$ cat src/rtl/nt_probe_pkg.sv
// Shared types and constants for the Nt-node probe sequencers.
package nt_probe_pkg;

    typedef enum logic [2:0] {
        ST_IDLE,
        ST_FLUSH,
        ST_DRIVE,
        ST_DRAIN,
        ST_CHECK
    } state_e;

    localparam logic [7:0]  LFSR_TAPS    = 8'hB8;
    localparam logic [15:0] MISR_POLY    = 16'h1021;
    localparam int          FLUSH_CYCLES = 2;
    localparam int          MISR_W       = 16;

    // Left-shifting Fibonacci step; feedback is the parity of the tapped bits.
    function automatic logic [7:0] lfsr_step(input logic [7:0] s);
        return {s[6:0], ^(s & LFSR_TAPS)};
    endfunction

endpackage

$ cat src/rtl/nt_probe_misr.sv
// 16-bit MISR with synchronous clear and capture enable; also exposes next value.
module nt_probe_misr
    import nt_probe_pkg::*;
(
    input  logic              clk_i,
    input  logic              rst_ni,
    input  logic              clr_i,
    input  logic              en_i,
    input  logic              din_i,
    output logic [MISR_W-1:0] sig_o,
    output logic [MISR_W-1:0] sig_next_o
);

    logic [MISR_W-1:0] sig_q;
    logic [MISR_W-1:0] sig_d;

    always_comb begin
        sig_d = sig_q;
        if (clr_i) begin
            sig_d = '0;
        end else if (en_i) begin
            sig_d = {sig_q[MISR_W-2:0], 1'b0}
                  ^ (sig_q[MISR_W-1] ? MISR_POLY : '0)
                  ^ {{(MISR_W-1){1'b0}}, din_i};
        end
    end

    always_ff @(posedge clk_i) begin
        if (!rst_ni) begin
            sig_q <= '0;
        end else begin
            sig_q <= sig_d;
        end
    end

    assign sig_o      = sig_q;
    assign sig_next_o = sig_d;

endmodule

$ cat src/rtl/nt_probe_sequencer.sv
// Resets an Nt-node subcircuit, drives LFSR patterns into it and compacts its
// response into a MISR signature that is compared against a golden value.
module nt_probe_sequencer
    import nt_probe_pkg::*;
#(
    parameter int          PATTERNS  = 64,
    parameter int          LAT       = 1,
    parameter logic [7:0]  LFSR_SEED = 8'h01,
    parameter logic [15:0] GOLDEN    = 16'h0000
) (
    input  logic        I1470_clk,
    input  logic        I1477_rst,
    input  logic        start,
    output logic [2:0]  dut_d,
    output logic        dut_rst,
    input  logic        dut_q,
    output logic        busy,
    output logic        done,
    output logic        pass,
    output logic [15:0] signature,
    output logic [10:0] pat_cnt
);

    localparam logic [7:0]  SEED       = (LFSR_SEED == 8'h00) ? 8'h01 : LFSR_SEED;
    localparam logic [10:0] FLUSH_LAST = 11'(FLUSH_CYCLES - 1);
    localparam logic [10:0] PAT_LAST   = 11'(PATTERNS - 1);
    localparam logic [10:0] PAT_MAX    = 11'(PATTERNS);
    localparam logic [10:0] LAT_LAST   = 11'(LAT - 1);

    state_e            state_q, state_d;
    logic [10:0]       cyc_q, cyc_d;
    logic [7:0]        lfsr_q, lfsr_d;
    logic [LAT-1:0]    pipe_q, pipe_d, pipe_shift;
    logic [10:0]       pat_cnt_q, pat_cnt_d;
    logic [2:0]        dut_d_q, dut_d_d;
    logic              dut_rst_q, busy_q, done_q;
    logic              pass_q, pass_d;
    logic              accept;
    logic [MISR_W-1:0] misr_sig, misr_next;

    assign accept = (state_q == ST_IDLE) && start;

    // A pattern is on dut_d while state_q is DRIVE; its response lands LAT cycles later.
    generate
        if (LAT == 1) begin : g_pipe_one
            assign pipe_shift = (state_q == ST_DRIVE);
        end else begin : g_pipe_many
            assign pipe_shift = {pipe_q[LAT-2:0], (state_q == ST_DRIVE)};
        end
    endgenerate

    always_comb begin
        state_d = state_q;
        cyc_d   = cyc_q + 11'd1;
        case (state_q)
            ST_IDLE: begin
                cyc_d = '0;
                if (start) state_d = ST_FLUSH;
            end
            ST_FLUSH: if (cyc_q == FLUSH_LAST) begin
                state_d = ST_DRIVE;
                cyc_d   = '0;
            end
            ST_DRIVE: if (cyc_q == PAT_LAST) begin
                state_d = ST_DRAIN;
                cyc_d   = '0;
            end
            ST_DRAIN: if (cyc_q == LAT_LAST) begin
                state_d = ST_CHECK;
                cyc_d   = '0;
            end
            default: begin
                state_d = ST_IDLE;
                cyc_d   = '0;
            end
        endcase
    end

    always_comb begin
        lfsr_d    = lfsr_q;
        pat_cnt_d = pat_cnt_q;
        pass_d    = pass_q;
        pipe_d    = pipe_shift;
        if (accept) begin
            lfsr_d    = SEED;
            pat_cnt_d = '0;
            pass_d    = 1'b0;
            pipe_d    = '0;
        end else begin
            if (state_q == ST_DRIVE) begin
                lfsr_d = lfsr_step(lfsr_q);
                if (pat_cnt_q != PAT_MAX) pat_cnt_d = pat_cnt_q + 11'd1;
            end
            // Compare the value the MISR takes on this edge, so pass is valid with done.
            if (state_d == ST_CHECK) pass_d = (misr_next == GOLDEN);
        end
        dut_d_d = (state_d == ST_DRIVE) ? lfsr_d[2:0] : 3'b000;
    end

    always_ff @(posedge I1470_clk) begin
        if (!I1477_rst) begin
            state_q   <= ST_IDLE;
            cyc_q     <= '0;
            lfsr_q    <= 8'h01;
            pipe_q    <= '0;
            pat_cnt_q <= '0;
            dut_d_q   <= '0;
            dut_rst_q <= 1'b1;
            busy_q    <= 1'b0;
            done_q    <= 1'b0;
            pass_q    <= 1'b0;
        end else begin
            state_q   <= state_d;
            cyc_q     <= cyc_d;
            lfsr_q    <= lfsr_d;
            pipe_q    <= pipe_d;
            pat_cnt_q <= pat_cnt_d;
            dut_d_q   <= dut_d_d;
            dut_rst_q <= (state_d == ST_FLUSH);
            busy_q    <= (state_d != ST_IDLE);
            done_q    <= (state_d == ST_CHECK);
            pass_q    <= pass_d;
        end
    end

    nt_probe_misr u_misr (
        .clk_i      (I1470_clk),
        .rst_ni     (I1477_rst),
        .clr_i      (accept),
        .en_i       (pipe_q[LAT-1]),
        .din_i      (dut_q),
        .sig_o      (misr_sig),
        .sig_next_o (misr_next)
    );

    assign dut_d     = dut_d_q;
    assign dut_rst   = dut_rst_q;
    assign busy      = busy_q;
    assign done      = done_q;
    assign pass      = pass_q;
    assign signature = misr_sig;
    assign pat_cnt   = pat_cnt_q;

endmodule

$ cat config.mk
export PLATFORM = sky130hd
export DESIGN_NAME = nt_probe_sequencer
export DESIGN_NICKNAME = d
export VERILOG_FILES = /design/src/rtl/nt_probe_pkg.sv /design/src/rtl/nt_probe_misr.sv /design/src/rtl/nt_probe_sequencer.sv
export SDC_FILE = /design/constraint.sdc
export NUM_CORES = 1
export LEC_CHECK = 0
export BUFFER_PORTS_ARGS = -buffer_cell sky130_fd_sc_hd__buf_4
export CAP_MARGIN = 40
export CORE_MARGIN = 2
export CORE_UTILIZATION = 40
export CTS_CLUSTER_DIAMETER = 50
export DETAILED_ROUTE_END_ITERATION = 16
export GPL_ROUTABILITY_DRIVEN = 0
export GPL_TIMING_DRIVEN = 0
export PLACE_DENSITY = 0.61
export SLEW_MARGIN = 10
export SYNTH_ARGS = -nofsm -noshare
export SYNTH_HDL_FRONTEND = slang
export SYNTH_HIERARCHICAL = 1
export SYNTH_SLANG_ARGS = --single-unit
$ cat constraint.sdc
create_clock -name I1470_clk -period 4.15 [get_ports I1470_clk]
set_clock_uncertainty 0.1 [all_clocks]
set_input_delay 0.415 -clock I1470_clk [delete_from_list [all_inputs] [get_ports I1470_clk]]
set_output_delay 0.415 -clock I1470_clk [all_outputs]
set_load 0.005 [all_outputs]
==> flow_metrics.py <==
metrics = {
    "floorplan": {
        "die-area_sq_um": 7259,
        "io-pin-count": 38,
        "fp.dieW_um": 85.20,
        "row_count": 29,
        "die_h_um": 85.20,
        "start_util": 0.4154,
        "core-area_sq_um": 6350,
    },
    "timing": {
        "rsz0062_at_grt": "no",
        "drv_slew": 0,
        "setup_viol": 0,
        "fin_crit_sh": 0.6357,
        "holdWs_ns": 0.2612,
        "final.min_clock_period_ns": 2.638,
        "hold_viol_final": 0,
        "setup_slack_ns": 1.512,
        "tns_ns": 0,
        "max_freq_mhz": 379.1,
        "tightest_slew_ns": 0.8536,
        "max_slew_margin": 0.4266,
    },
    "drt": {
        "initialDrtViolationCount": 59,
        "totalWireLength_um": 5319,
        "remaining_drc_errors": 0,
        "vias": 2108,
        "first_pass_iters": 4,
        "avgRoutedWirePerCell_um": 12.94,
        "wl_met3_um": 205,
        "ant_nets": 0,
        "highest_layer": "met4",
        "wl_met1_um": 2663,
        "dr_wl_met2_um": 2345,
        "viasPerCell": 5.129,
    },
    "cells_and_area": {
        "stdcell_area_sq_um": 3186,
        "multi_input_area_sq_um": 1329,
        "area_growth_pct": 20.78,
        "fin_nets": 338,
        "nFillCells": 599,
        "instances_no_fill": 411,
        "antenna_cells": 0,
        "regArea_sq_um": 1141,
        "drive_gt1_frac": 0.2275,
        "final_core_util": 0.5017,
    },
    "pwr": {
        "irDropWorstVdd_mv": 0.2050,
        "power_mw": 1.071,
        "p_per_area_nw_per_um2": 336.3,
        "p_leak_nw": 1.142,
    },
    "cts": {
        "clockBufferDepth": 2,
        "insertion_delay_ns": 0.33,
        "post_cts_resized": 0,
        "numCtsBuffers": 9,
        "clock-sinks": 57,
        "cts.clk_slew.worst_paths_ns": 0.06,
        "root_buffer": "clkbuf_8",
        "cts_tree": "done",
        "cts_htree_levels": 3,
        "post_cts.repair.setup_buffers": 0,
        "cts.hold.buffers_added": 0,
    },
    "global_routing": {
        "grt_pass1_vias": 1989,
        "grtUsageTotal": 0.1567,
        "grt_start_max_net_pins": 11,
        "grt_pass1_wl_um": 9128,
        "grt-ovfl-total": 0,
        "antenna_found_initial": 0,
    },
    "logic_synthesis": {
        "synth_top_cell_by_area": "dfxtp_1",
        "synthFlopType": "dfxtp_1",
        "synth-seq-area-share": 0.4326,
        "synth_top_area_share": 0.4326,
        "async_reset_ff_frac": 0,
        "ys.warnings.count": 6,
        "ys_top_cells_by_area": "dfxtp_1, mux2i_1, nor2_1, xnor2_1, nand2_1",
        "ys_types": 49,
        "synthTopCellsByCount": "dfxtp_1, nor2_1, nand2_1",
        "synth_area_sq_um": 2638,
        "yosysMostFrequentCell": "dfxtp_1",
        "syn_avg_cell_area_sq_um": 9.386,
        "synth.ff_latch_count": 57,
        "synth_edf_count": 0,
        "syn_inst": 281,
        "synth.net_count": 290,
    },
    "critical_path": {
        "cp-startpoint": "state_q[0]",
        "crit_path_end_kind": "flip-flop",
        "endpoint": "pass",
        "cp_data_arrival_time_ns": 2.80,
        "crit_fanout": 10,
        "r2r_slack_ns": 1.51,
        "r2r_start": "state_q[0]",
        "start_kind": "flip-flop",
        "r2r_cells": 9,
        "r2r_end": "pass",
        "critical_path_class": "flip-flop to flip-flop",
        "required_ns": 4.31,
    },
    "hold_path": {
        "min-delay-start": "I1477_rst",
        "hold_path.class": "input port to flip-flop",
    },
    "place": {
        "dp_hpwl_um": 3845,
        "port_buffers": 37,
        "dpl.cell_count": 395,
        "place_ws_ns": 1.500,
        "post_dp_cell_area_sq_um": 3012,
    },
    "flow_run": {
        "max-cap-violations": 0,
    },
    "run_status": {
        "status": "complete, no violations",
    },
}
==> placed cells by master, fill, tap and decap left out, drive strengths merged <==
| master | instances |
|---|---|
| a2111oi | 3 |
| a211oi | 6 |
| a21bo | 1 |
| a21oi | 11 |
| a311o | 1 |
| a31o | 1 |
| a41oi | 1 |
| and2 | 1 |
| and4 | 1 |
| and4bb | 1 |
| buf | 47 |
| clkbuf | 19 |
| clkinv | 3 |
| dfxtp | 57 |
| ha | 5 |
| inv | 8 |
| mux2i | 18 |
| nand2 | 23 |
| nand2b | 2 |
| nand3 | 8 |
| nand3b | 1 |
| nand4 | 4 |
| nor2 | 43 |
| nor2b | 1 |
| nor3 | 16 |
| nor3b | 1 |
| nor4 | 8 |
| nor4b | 2 |
| o211ai | 1 |
| o21a | 2 |
| o21ai | 5 |
| o22ai | 1 |
| o31a | 1 |
| o41ai | 1 |
| or3 | 6 |
| or3b | 1 |
| or4 | 3 |
| xnor2 | 14 |
| xor2 | 6 |
==> report_power, final <==
part | switching (mW) | internal (mW)
clock network | 0.210 | 0.246
logic | 0.0359 | 0.0261
registers | 0.00215 | 0.551
==> worst min path at each step <==
stage	endpoint	cells past startpoint	slack (ns)
CTS	state_q[0]	2	0.25
finish	state_q[0]	2	0.26
global placement	lfsr_q[3]	2	0.34
detailed placement	lfsr_q[3]	2	0.34
floorplan	lfsr_q[3]	2	0.33
global route	busy	2	0.27
==> sequential cells by signal, summed over array words and instances (netlist names) <==
signal / count
lfsr_q: 8
dut_rst: 1
pipe_q: 1
state_q: 3
pat_cnt: 11
cyc_q: 11
u_misr/sig_o: 16
pass: 1
busy: 1
dut_d: 3
done: 1
==> routing by layer <==
| layer | track usage | up-vias |
|---|---|---|
| li1 | - | 1087 |
| met1 | 0.2128 | 978 |
| met2 | 0.2365 | 33 |
| met3 | 0.03794 | 10 |
| met4 | 0.06926 | 0 |
| met5 | 0 | - |
==> cell type report <==
cell class | count | area share
Clock inverter | 3 | 0.004713
Tap cell | 77 | 0.03024
Sequential cell | 57 | 0.3582
Buffer | 16 | 0.04320
Multi-Input combinational cell | 200 | 0.4171
Timing Repair Buffer | 37 | 0.08720
Clock buffer | 13 | 0.04988
Inverter | 8 | 0.009427
==> logic make-up (layout without fill, tap and decap cells) <==
family,Yosys count,count (layout),synth area share
and+or+nand+nor,122,122,0.2367
DFF,57,57,0.4326
AOI/OAI and AO/OA,35,35,0.1086
buffers and inverters,24,77,0.06356
xor gates and xnor gates,20,20,0.06641
muxes,18,18,0.06831
adders and majority gates,5,5,0.02372
==> critical path, cell delays in order, from the launching register on <==
cell and delay (ns):
dfxtp_1 0.32, clkbuf_16 0.16, nor4b_2 0.48, buf_6 0.20, clkbuf_1 0.32, nor2_1 0.09, nor4_1 0.30, nand4_1 0.13
or3_1 0.32, a21oi_1 0.14
Power figures use the tool's default switching activity.
